--- config.mk ---
export PLATFORM = sky130hd
export DESIGN_NAME = time_set_ctrl
export DESIGN_NICKNAME = d
export VERILOG_FILES = /design/src/rtl/clock_pkg.sv /design/src/rtl/button_debounce.sv /design/src/rtl/time_set_ctrl.sv
export SDC_FILE = /design/constraint.sdc
export NUM_CORES = 1
export LEC_CHECK = 0
export CAP_MARGIN = 30
export CORE_MARGIN = 2
export CORE_UTILIZATION = 30
export CTS_CLUSTER_SIZE = 12
export DETAILED_ROUTE_END_ITERATION = 6
export HOLD_SLACK_MARGIN = 0.03
export PLACE_DENSITY_LB_ADDON = 0.08
export SETUP_SLACK_MARGIN = 0.4
export SKIP_LAST_GASP = 1
export SYNTH_ARGS = -nofsm -noshare
export SYNTH_HDL_FRONTEND = slang
export SYNTH_SLANG_ARGS = --single-unit
--- constraint.sdc ---
create_clock -name clock -period 2.2 [get_ports clock]
set_input_delay 0.22 -clock clock [delete_from_list [all_inputs] [get_ports clock]]
set_output_delay 0.22 -clock clock [all_outputs]
set_load 0.005 [all_outputs]
--- src/rtl/clock_pkg.sv ---
// ---------------------------------------------------------------------------
// clock_pkg
// Shared definitions for the wall-clock time-setting logic:
//   - state_e      : edit FSM states (RUN / EDIT_HOUR / EDIT_MINUTE / COMMIT)
//   - HOUR_MAX     : largest legal hour value (23)
//   - MINUTE_MAX   : largest legal minute value (59)
//   - EF_*         : edit_field codes consumed by the display blink logic
//   - hour_step    : compare-and-wrap hour increment/decrement
//   - minute_step  : compare-and-wrap minute increment/decrement
// ---------------------------------------------------------------------------
package clock_pkg;

  typedef enum logic [1:0] {
    ST_RUN         = 2'd0,
    ST_EDIT_HOUR   = 2'd1,
    ST_EDIT_MINUTE = 2'd2,
    ST_COMMIT      = 2'd3
  } state_e;

  localparam logic [4:0] HOUR_MAX   = 5'd23;
  localparam logic [5:0] MINUTE_MAX = 6'd59;

  localparam logic [1:0] EF_NONE   = 2'b00;
  localparam logic [1:0] EF_HOUR   = 2'b01;
  localparam logic [1:0] EF_MINUTE = 2'b10;

  // One hour step. Any value at or beyond the top of the range is treated
  // as the wrap point so an out-of-range value can never be produced.
  function automatic logic [4:0] hour_step(input logic [4:0] hour,
                                           input logic       up);
    logic [4:0] res;
    if (up) begin
      res = (hour >= HOUR_MAX) ? 5'd0 : hour + 5'd1;
    end else begin
      res = ((hour == 5'd0) || (hour > HOUR_MAX)) ? HOUR_MAX : hour - 5'd1;
    end
    return res;
  endfunction

  // One minute step, same wrap rules as hour_step.
  function automatic logic [5:0] minute_step(input logic [5:0] minute,
                                             input logic       up);
    logic [5:0] res;
    if (up) begin
      res = (minute >= MINUTE_MAX) ? 6'd0 : minute + 6'd1;
    end else begin
      res = ((minute == 6'd0) || (minute > MINUTE_MAX)) ? MINUTE_MAX
                                                         : minute - 6'd1;
    end
    return res;
  endfunction

endpackage

--- src/rtl/button_debounce.sv ---
// ---------------------------------------------------------------------------
// button_debounce
// Conditions one raw, asynchronous push-button into single-cycle press
// pulses: 2-flop synchronizer, counter-based debounce, rising-edge pulse
// and (when REPEAT_EN=1) auto-repeat while the button stays held.
//
// Ports:
//   clock     in   system clock
//   reset     in   synchronous, active-low reset
//   btn_raw_i in   raw button level, active high, asynchronous
//   press_o   out  registered one-cycle press pulse
// ---------------------------------------------------------------------------
module button_debounce #(
  parameter int unsigned DEBOUNCE_LEN  = 1000,
  parameter int unsigned REPEAT_DELAY  = 50000,
  parameter int unsigned REPEAT_PERIOD = 10000,
  parameter int unsigned CNT_W         = 16,
  parameter bit          REPEAT_EN     = 1'b0
) (
  input  logic clock,
  input  logic reset,
  input  logic btn_raw_i,
  output logic press_o
);

  // Debounce terminal count: the flip happens on the edge where the
  // DEBOUNCE_LEN-th consecutive disagreeing sample is seen.
  localparam logic [CNT_W-1:0] DEB_LAST   = CNT_W'(DEBOUNCE_LEN - 1);
  // Repeat counter equals "cycles since the debounced rise" up to the first
  // repeat; after each repeat it is reloaded so that it reaches REP_AT again
  // exactly REPEAT_PERIOD cycles later (no modulo needed).
  localparam logic [CNT_W-1:0] REP_AT     = CNT_W'(REPEAT_DELAY);
  localparam logic [CNT_W-1:0] REP_RELOAD = CNT_W'(REPEAT_DELAY - REPEAT_PERIOD + 1);

  logic             sync1_q, sync2_q;
  logic             deb_q, deb_d;
  logic             deb_prev_q;
  logic [CNT_W-1:0] deb_cnt_q, deb_cnt_d;
  logic [CNT_W-1:0] rep_cnt_q, rep_cnt_d;
  logic             rep_fire;
  logic             press_q, press_d;

  always_comb begin
    deb_d     = deb_q;
    deb_cnt_d = '0;
    if (sync2_q != deb_q) begin
      if (deb_cnt_q == DEB_LAST) begin
        deb_d = ~deb_q;
      end else begin
        deb_cnt_d = deb_cnt_q + CNT_W'(1);
      end
    end
  end

  always_comb begin
    rep_fire  = 1'b0;
    rep_cnt_d = '0;
    if (REPEAT_EN && deb_q) begin
      if (rep_cnt_q == REP_AT) begin
        rep_fire  = 1'b1;
        rep_cnt_d = REP_RELOAD;
      end else begin
        rep_cnt_d = rep_cnt_q + CNT_W'(1);
      end
    end
  end

  // Fresh debounced rise (seen one cycle late through deb_prev_q) or a
  // repeat tick while still held.
  assign press_d = deb_q & (~deb_prev_q | rep_fire);

  always_ff @(posedge clock) begin
    if (!reset) begin
      sync1_q    <= 1'b0;
      sync2_q    <= 1'b0;
      deb_q      <= 1'b0;
      deb_prev_q <= 1'b0;
      deb_cnt_q  <= '0;
      rep_cnt_q  <= '0;
      press_q    <= 1'b0;
    end else begin
      sync1_q    <= btn_raw_i;
      sync2_q    <= sync1_q;
      deb_q      <= deb_d;
      deb_prev_q <= deb_q;
      deb_cnt_q  <= deb_cnt_d;
      rep_cnt_q  <= rep_cnt_d;
      press_q    <= press_d;
    end
  end

  assign press_o = press_q;

endmodule

--- src/rtl/time_set_ctrl.sv ---
// ---------------------------------------------------------------------------
// time_set_ctrl
// User-input side of the wall clock. Three push-buttons (mode/up/down) edit
// a private hour/minute copy while the timekeeping chain is stalled; on
// commit a one-cycle load strobe hands the edited time to the counters.
//
// Ports:
//   clock          in   system clock
//   reset          in   synchronous, active-low reset
//   btn_mode       in   raw mode button (async, active high)
//   btn_up         in   raw increment button (async, active high)
//   btn_down       in   raw decrement button (async, active high)
//   cur_hour       in   live hour (0-23), captured when editing starts
//   cur_minute     in   live minute (0-59), captured when editing starts
//   set_hour       out  edited hour, registered
//   set_minute     out  edited minute, registered
//   load           out  one-cycle strobe: counters take set_hour/set_minute
//   clock_run_flag out  1 = time advances, 0 while editing/committing
//   edit_field     out  00 none, 01 hour, 10 minute (drives display blink)
// ---------------------------------------------------------------------------
module time_set_ctrl
  import clock_pkg::*;
#(
  parameter int unsigned DEBOUNCE_LEN  = 1000,
  parameter int unsigned REPEAT_DELAY  = 50000,
  parameter int unsigned REPEAT_PERIOD = 10000,
  parameter int unsigned CNT_W         = 16
) (
  input  logic       clock,
  input  logic       reset,
  input  logic       btn_mode,
  input  logic       btn_up,
  input  logic       btn_down,
  input  logic [4:0] cur_hour,
  input  logic [5:0] cur_minute,
  output logic [4:0] set_hour,
  output logic [5:0] set_minute,
  output logic       load,
  output logic       clock_run_flag,
  output logic [1:0] edit_field
);

  logic press_mode, press_up, press_down;

  button_debounce #(
    .DEBOUNCE_LEN (DEBOUNCE_LEN),
    .REPEAT_DELAY (REPEAT_DELAY),
    .REPEAT_PERIOD(REPEAT_PERIOD),
    .CNT_W        (CNT_W),
    .REPEAT_EN    (1'b0)
  ) u_btn_mode (
    .clock    (clock),
    .reset    (reset),
    .btn_raw_i(btn_mode),
    .press_o  (press_mode)
  );

  button_debounce #(
    .DEBOUNCE_LEN (DEBOUNCE_LEN),
    .REPEAT_DELAY (REPEAT_DELAY),
    .REPEAT_PERIOD(REPEAT_PERIOD),
    .CNT_W        (CNT_W),
    .REPEAT_EN    (1'b1)
  ) u_btn_up (
    .clock    (clock),
    .reset    (reset),
    .btn_raw_i(btn_up),
    .press_o  (press_up)
  );

  button_debounce #(
    .DEBOUNCE_LEN (DEBOUNCE_LEN),
    .REPEAT_DELAY (REPEAT_DELAY),
    .REPEAT_PERIOD(REPEAT_PERIOD),
    .CNT_W        (CNT_W),
    .REPEAT_EN    (1'b1)
  ) u_btn_down (
    .clock    (clock),
    .reset    (reset),
    .btn_raw_i(btn_down),
    .press_o  (press_down)
  );

  state_e     state_q, state_d;
  logic [4:0] set_hour_q, set_hour_d;
  logic [5:0] set_minute_q, set_minute_d;
  logic       load_q, load_d;
  logic       run_q, run_d;
  logic [1:0] field_q, field_d;

  // Up and down in the same cycle cancel out.
  logic step_up, step_down;
  assign step_up   = press_up & ~press_down;
  assign step_down = press_down & ~press_up;

  always_comb begin
    state_d      = state_q;
    set_hour_d   = set_hour_q;
    set_minute_d = set_minute_q;

    case (state_q)
      ST_RUN: begin
        // Live time is captured only here; later changes are ignored.
        if (press_mode) begin
          state_d      = ST_EDIT_HOUR;
          set_hour_d   = cur_hour;
          set_minute_d = cur_minute;
        end
      end
      ST_EDIT_HOUR: begin
        // Mode has priority; a coincident up/down is dropped.
        if (press_mode) begin
          state_d = ST_EDIT_MINUTE;
        end else if (step_up || step_down) begin
          set_hour_d = hour_step(set_hour_q, step_up);
        end
      end
      ST_EDIT_MINUTE: begin
        if (press_mode) begin
          state_d = ST_COMMIT;
        end else if (step_up || step_down) begin
          set_minute_d = minute_step(set_minute_q, step_up);
        end
      end
      ST_COMMIT: begin
        state_d = ST_RUN;
      end
      default: begin
        state_d = ST_RUN;
      end
    endcase

    // Outputs are registered versions of the decode of the next state, so
    // they line up with state_q without a combinational output path.
    load_d  = (state_d == ST_COMMIT);
    run_d   = (state_d == ST_RUN);
    field_d = EF_NONE;
    case (state_d)
      ST_EDIT_HOUR:   field_d = EF_HOUR;
      ST_EDIT_MINUTE: field_d = EF_MINUTE;
      default:        field_d = EF_NONE;
    endcase
  end

  always_ff @(posedge clock) begin
    if (!reset) begin
      state_q      <= ST_RUN;
      set_hour_q   <= 5'd0;
      set_minute_q <= 6'd0;
      load_q       <= 1'b0;
      run_q        <= 1'b1;
      field_q      <= EF_NONE;
    end else begin
      state_q      <= state_d;
      set_hour_q   <= set_hour_d;
      set_minute_q <= set_minute_d;
      load_q       <= load_d;
      run_q        <= run_d;
      field_q      <= field_d;
    end
  end

  assign set_hour       = set_hour_q;
  assign set_minute     = set_minute_q;
  assign load           = load_q;
  assign clock_run_flag = run_q;
  assign edit_field     = field_q;

endmodule

==> metrics.md <==
| Metric | Value |
|---|---|
| WS Path Type | `reg -> out` |
| Number of buffers and inverters on the critical path | `1` |
| Internal Power | `roughly 0.0030 W` |
| TritonCTS clock tree | `yes` |
| Area growth from synthesis to final layout | `20.2%` |
| Top routing layer used | `met4` |
| Area occupied by multi-input gates | `3130 µm²` |
| Starting density of the core | `0.305` |
| Netlist cell types | `65` |
| Min-Delay Path Depth | `1` |
| Number of nets with antenna violations after detailed routing | `0` |
| Gate Count Post-Synth | `633` |
| Relative contribution of combinational cells to total power | `0.018` |
| Max-Cap Viols | `0` |
| Die X | `139 µm` |
| Insertion delay to the later sink of the worst-skew pair | `360 ps` |
| Post-Synthesis Net Count | `between 600 and 700` |
| Ratio of routed vias to standard cells | `5.14` |
| Number of violations reported at the end of detailed-routing iteration 0 | `281` |
| Standard cell area after detailed placement | `between 6000 and 7000 µm²` |
| Die Footprint | `19300 µm²` |
| Critical Path Sink Type | `output port` |
| Pin count of the biggest net entering global routing | `22` |
| R2r setup slk | `460 ps` |
| Source of the worst register-to-register timing path | `set_minute[0]` |
| Sw Share | `0.210` |
| Maximum vdd drop | `0.369 mV` |
| Site Rows | `49` |
| Number of CTS-inserted buffers | `9` |
| Startpoint kind of the worst setup timing path | `flop` |
| Setup TNS | `0 ps` |
| Number of buffers between clock root and the deepest sink | `2` |
| Antenna Cells | `0` |
| Register share of total power | `0.539` |
| Via total after detailed routing | `4672` |
| Terminating pin of the worst hold path | `u_btn_mode.press_o` |
| CTS clk-pin slew, worst paths | `70 ps` |
| Master cell of the clock root buffer | `sky130_fd_sc_hd__clkbuf_16` |
| Arrival time worst endpoint | `1540 ps` |
| Period utilisation layout | `0.800` |
| Count of flip-flops with a built-in enable after synthesis | `0` |
| Slowest cell delay on critical path | `600 ps` |
| CP max-delay cell | `sky130_fd_sc_hd__clkdlybuf4s50_1` |
| Final layout net count | `between 700 and 800` |
| Port bufs | `30` |
| Overall routed net length | `12900 µm` |
| Ranking of synthesized cells by area | `sky130_fd_sc_hd__dfxtp_1 41%, sky130_fd_sc_hd__nor2_1 5.7%, sky130_fd_sc_hd__xnor2_1 5.0%, sky130_fd_sc_hd__xor2_1 4.3%, sky130_fd_sc_hd__ha_1 3.0%` |
| TritonRoute pass-1 iters | `5` |
| Slew at the pin with the worst max-slew slack | `439 ps` |
| Classification of the worst-slack hold path | `reg -> reg` |
| Hold wc startpoint | `u_btn_mode.deb_prev_q` |
| Hold-fix buffers at CTS | `0` |
| Fraction of power consumed by the clock network | `0.443` |
| Number of register bits inferred by synthesis | `112` |
| Cell breakdown of the critical path | `clkdlybuf4s50_1` |
| Sequential share of the synthesized area | `0.411` |
| Register area | `roughly 2300 µm²` |
| Initial antenna violation count | `0` |
| Clock H-tree levels | `3` |
| Mapped Area | `5460 µm²` |
| Overall fraction of global-route tracks in use | `0.132` |
| Share of the synthesized area in the top cell type | `0.411` |
| R2R cell count | `8` |
| Layout Cell Area excl Fill | `between 6000 and 7000 µm²` |
| Wire length of the first global-routing pass | `21400 µm` |
| Hold violation total from the final report | `0` |
| Number of warning messages in the yosys log | `0` |
| Most repeated cell in the gate-level netlist after synthesis | `sky130_fd_sc_hd__dfxtp_1` |
| Final weighted congestion in routability-driven placement | `0.791` |
| Placeable core area | `17900 µm²` |
| Biggest area consumer among synthesized cells | `sky130_fd_sc_hd__dfxtp_1` |
| Post-Synthesis Mean Instance Area | `8.62 µm²` |
| CP Data Required Time | `1980 ps` |
| Num Clock Sinks | `112` |
| Share of final-layout standard cells stronger than drive strength 1 | `0.121` |
| Top-level port count | `31` |
| Post-synth top flop | `sky130_fd_sc_hd__dfxtp_1` |
| Final-report setup violation count | `0` |
| Minimum hold slack | `389 ps` |
| Proportion of synthesized flip-flops having asynchronous set or reset | `0` |
| Power density over cell area | `~580 nW/µm²` |
| Detail-routed net length per standard cell | `between 10 and 15 µm` |
| Maximum fanout encountered on the critical timing path | `11` |
| Result of the run | `completed` |
| Met2 Routed Length | `5950 µm` |
| Achievable Freq | `roughly 0.57 GHz` |
| Number of global-route vias before repair | `4363` |
| Remaining design rule violation count | `0` |
| Vertical extent of the die | `139 µm` |
| Setup Skew | `roughly 6.9 ps` |
| Post-DP HPWL | `approximately 9000 µm` |
| Worst slew margin | `0.704` |
| Final global-route overflow total | `0` |
| Setup repair after global routing missed its margin | `true` |
| Wire length on met1 | `6440 µm` |
| List of most frequent post-synthesis cells | `112 x sky130_fd_sc_hd__dfxtp_1, 83 x sky130_fd_sc_hd__nor2_1, 35 x sky130_fd_sc_hd__nand2_1, 31 x sky130_fd_sc_hd__xnor2_1, 30 x sky130_fd_sc_hd__nand3_1` |
| Fin. max-slew vios | `0` |
| Filler cell count in the final layout | `1893` |
| Gate family responsible for the most delay along the worst path | `buffers and inverters` |
| Power dissipated by switching net loads | `0.000791 W` |
| Final min period | `1760 ps` |
| Met3 WL | `371 µm` |
| Worst flop-to-flop path endpoint | `set_minute[1]` |
| LEAKAGE | `approximately 2.2 nW` |
## stage by stage
step	worst slack, ps	cells	util	power (W)
after floorplan	438	633	-	0.00211
after global placement	238	885	0.339	0.00215
after detailed placement	165	886	0.340	0.00215
after CTS	407	902	0.361	0.00383
after global routing	376	909	0.366	0.00393
final	439	909	0.366	0.00377
## worst max path at each step
stage | start | endpoint | slack (ps) | depth (start not counted)
4_1_cts | u_btn_down.press_o | set_minute[3] | 410 | 6
3_5_place_dp | reset | u_btn_mode.deb_cnt_q[13] | 160 | 4
3_3_place_gp | reset | u_btn_mode.deb_cnt_q[15] | 240 | 4
5_1_grt | set_hour[3] | set_hour[3] | 380 | 1
6_report | set_hour[3] | set_hour[3] | 440 | 1
2_1_floorplan | set_minute[0] | set_minute[0] | 440 | 6
## cell usage in the layout, fill, tap and decap left out, types with 3 or more instances in the layout
cell type                         instances
sky130_fd_sc_hd__dfxtp_1                101
sky130_fd_sc_hd__nor2_1                  83
sky130_fd_sc_hd__nand2_1                 34
sky130_fd_sc_hd__xnor2_1                 31
sky130_fd_sc_hd__clkdlybuf4s50_1         30
sky130_fd_sc_hd__nand3_1                 28
sky130_fd_sc_hd__inv_1                   27
sky130_fd_sc_hd__xor2_1                  27
sky130_fd_sc_hd__a21oi_1                 24
sky130_fd_sc_hd__nand4_1                 23
sky130_fd_sc_hd__buf_4                   22
sky130_fd_sc_hd__nor3_1                  18
sky130_fd_sc_hd__and3_1                  16
sky130_fd_sc_hd__o21ai_0                 14
sky130_fd_sc_hd__nor4_1                  14
sky130_fd_sc_hd__and2_1                  10
sky130_fd_sc_hd__ha_1                    10
sky130_fd_sc_hd__dfxtp_2                 10
sky130_fd_sc_hd__nand2b_1                 9
sky130_fd_sc_hd__clkbuf_16                9
sky130_fd_sc_hd__o211ai_1                 8
sky130_fd_sc_hd__nor2b_1                  7
sky130_fd_sc_hd__or3_1                    7
sky130_fd_sc_hd__a211oi_1                 7
sky130_fd_sc_hd__a311oi_1                 7
sky130_fd_sc_hd__and4_1                   6
sky130_fd_sc_hd__or4_1                    6
sky130_fd_sc_hd__o31ai_1                  5
sky130_fd_sc_hd__o211a_1                  4
sky130_fd_sc_hd__o32ai_1                  4
sky130_fd_sc_hd__a31oi_1                  3
sky130_fd_sc_hd__nor4b_1                  3
sky130_fd_sc_hd__nand3_2                  3
sky130_fd_sc_hd__nor3b_1                  3
sky130_fd_sc_hd__o31a_1                   3
sky130_fd_sc_hd__clkinv_2                 3
## power by group through the flow
stage	Clock [W]	Sequential, W	Combinational (W)
2_1_floorplan	0	0.00208	0.0000241
3_3_place_gp	0	0.00208	0.0000671
3_5_place_dp	0	0.00208	0.0000675
4_1_cts	0.00173	0.00203	0.0000684
5_1_grt	0.00182	0.00203	0.0000739
6_report	0.00167	0.00203	0.0000668
## kinds of logic after synthesis
logic type / share of synthesized area
AND/OR/NAND/NOR: 0.291
flip-flops: 0.411
AO/OA/AOI/OAI: 0.131
XOR/XNOR: 0.0931
buffers and inverters: 0.0387
adder cells (fa/ha/maj): 0.0298
multiplexers: 0.00573
## registers in the layout, indices dropped and copies added (netlist names), 2 cells and up
name,count
set_hour,5
u_btn_up.deb_cnt_q,16
set_minute,6
u_btn_down.rep_cnt_q,16
u_btn_mode.deb_cnt_q,16
edit_field,2
u_btn_up.rep_cnt_q,16
u_btn_down.deb_cnt_q,16
state_q,2
## worst register-to-register path: stages (launching register included)
cell and delay (ps):
sky130_fd_sc_hd__dfxtp_4 400, sky130_fd_sc_hd__inv_2 70, sky130_fd_sc_hd__ha_1 200, sky130_fd_sc_hd__or3b_4 240
sky130_fd_sc_hd__o32ai_4 80, sky130_fd_sc_hd__buf_6 140, sky130_fd_sc_hd__buf_4 130, sky130_fd_sc_hd__nor4_2 240
sky130_fd_sc_hd__o32ai_1 120
## final cells by class
class	count	area share
Clock inverter	5	0.00820
Sequential cell	112	0.344
Tap cell	229	0.0437
Clock buffer	11	0.0370
Multi-Input combinational cell	469	0.477
Inverter	30	0.0172
Timing Repair Buffer	53	0.0727
## metal layers
metal	vias up	global-route usage
li1	2377	-
met1	2217	0.179
met2	67	0.211
met5	-	0
met3	11	0.0338
met4	0	0.0340
## timing repair
item,in CTS,in global routing
pin swaps,2,6
setup endpoints to repair,41,50
setup buffers,0,6
cloned,0,1
resized for setup,18,22
Note: power is estimated with default switching activity, not from simulation.
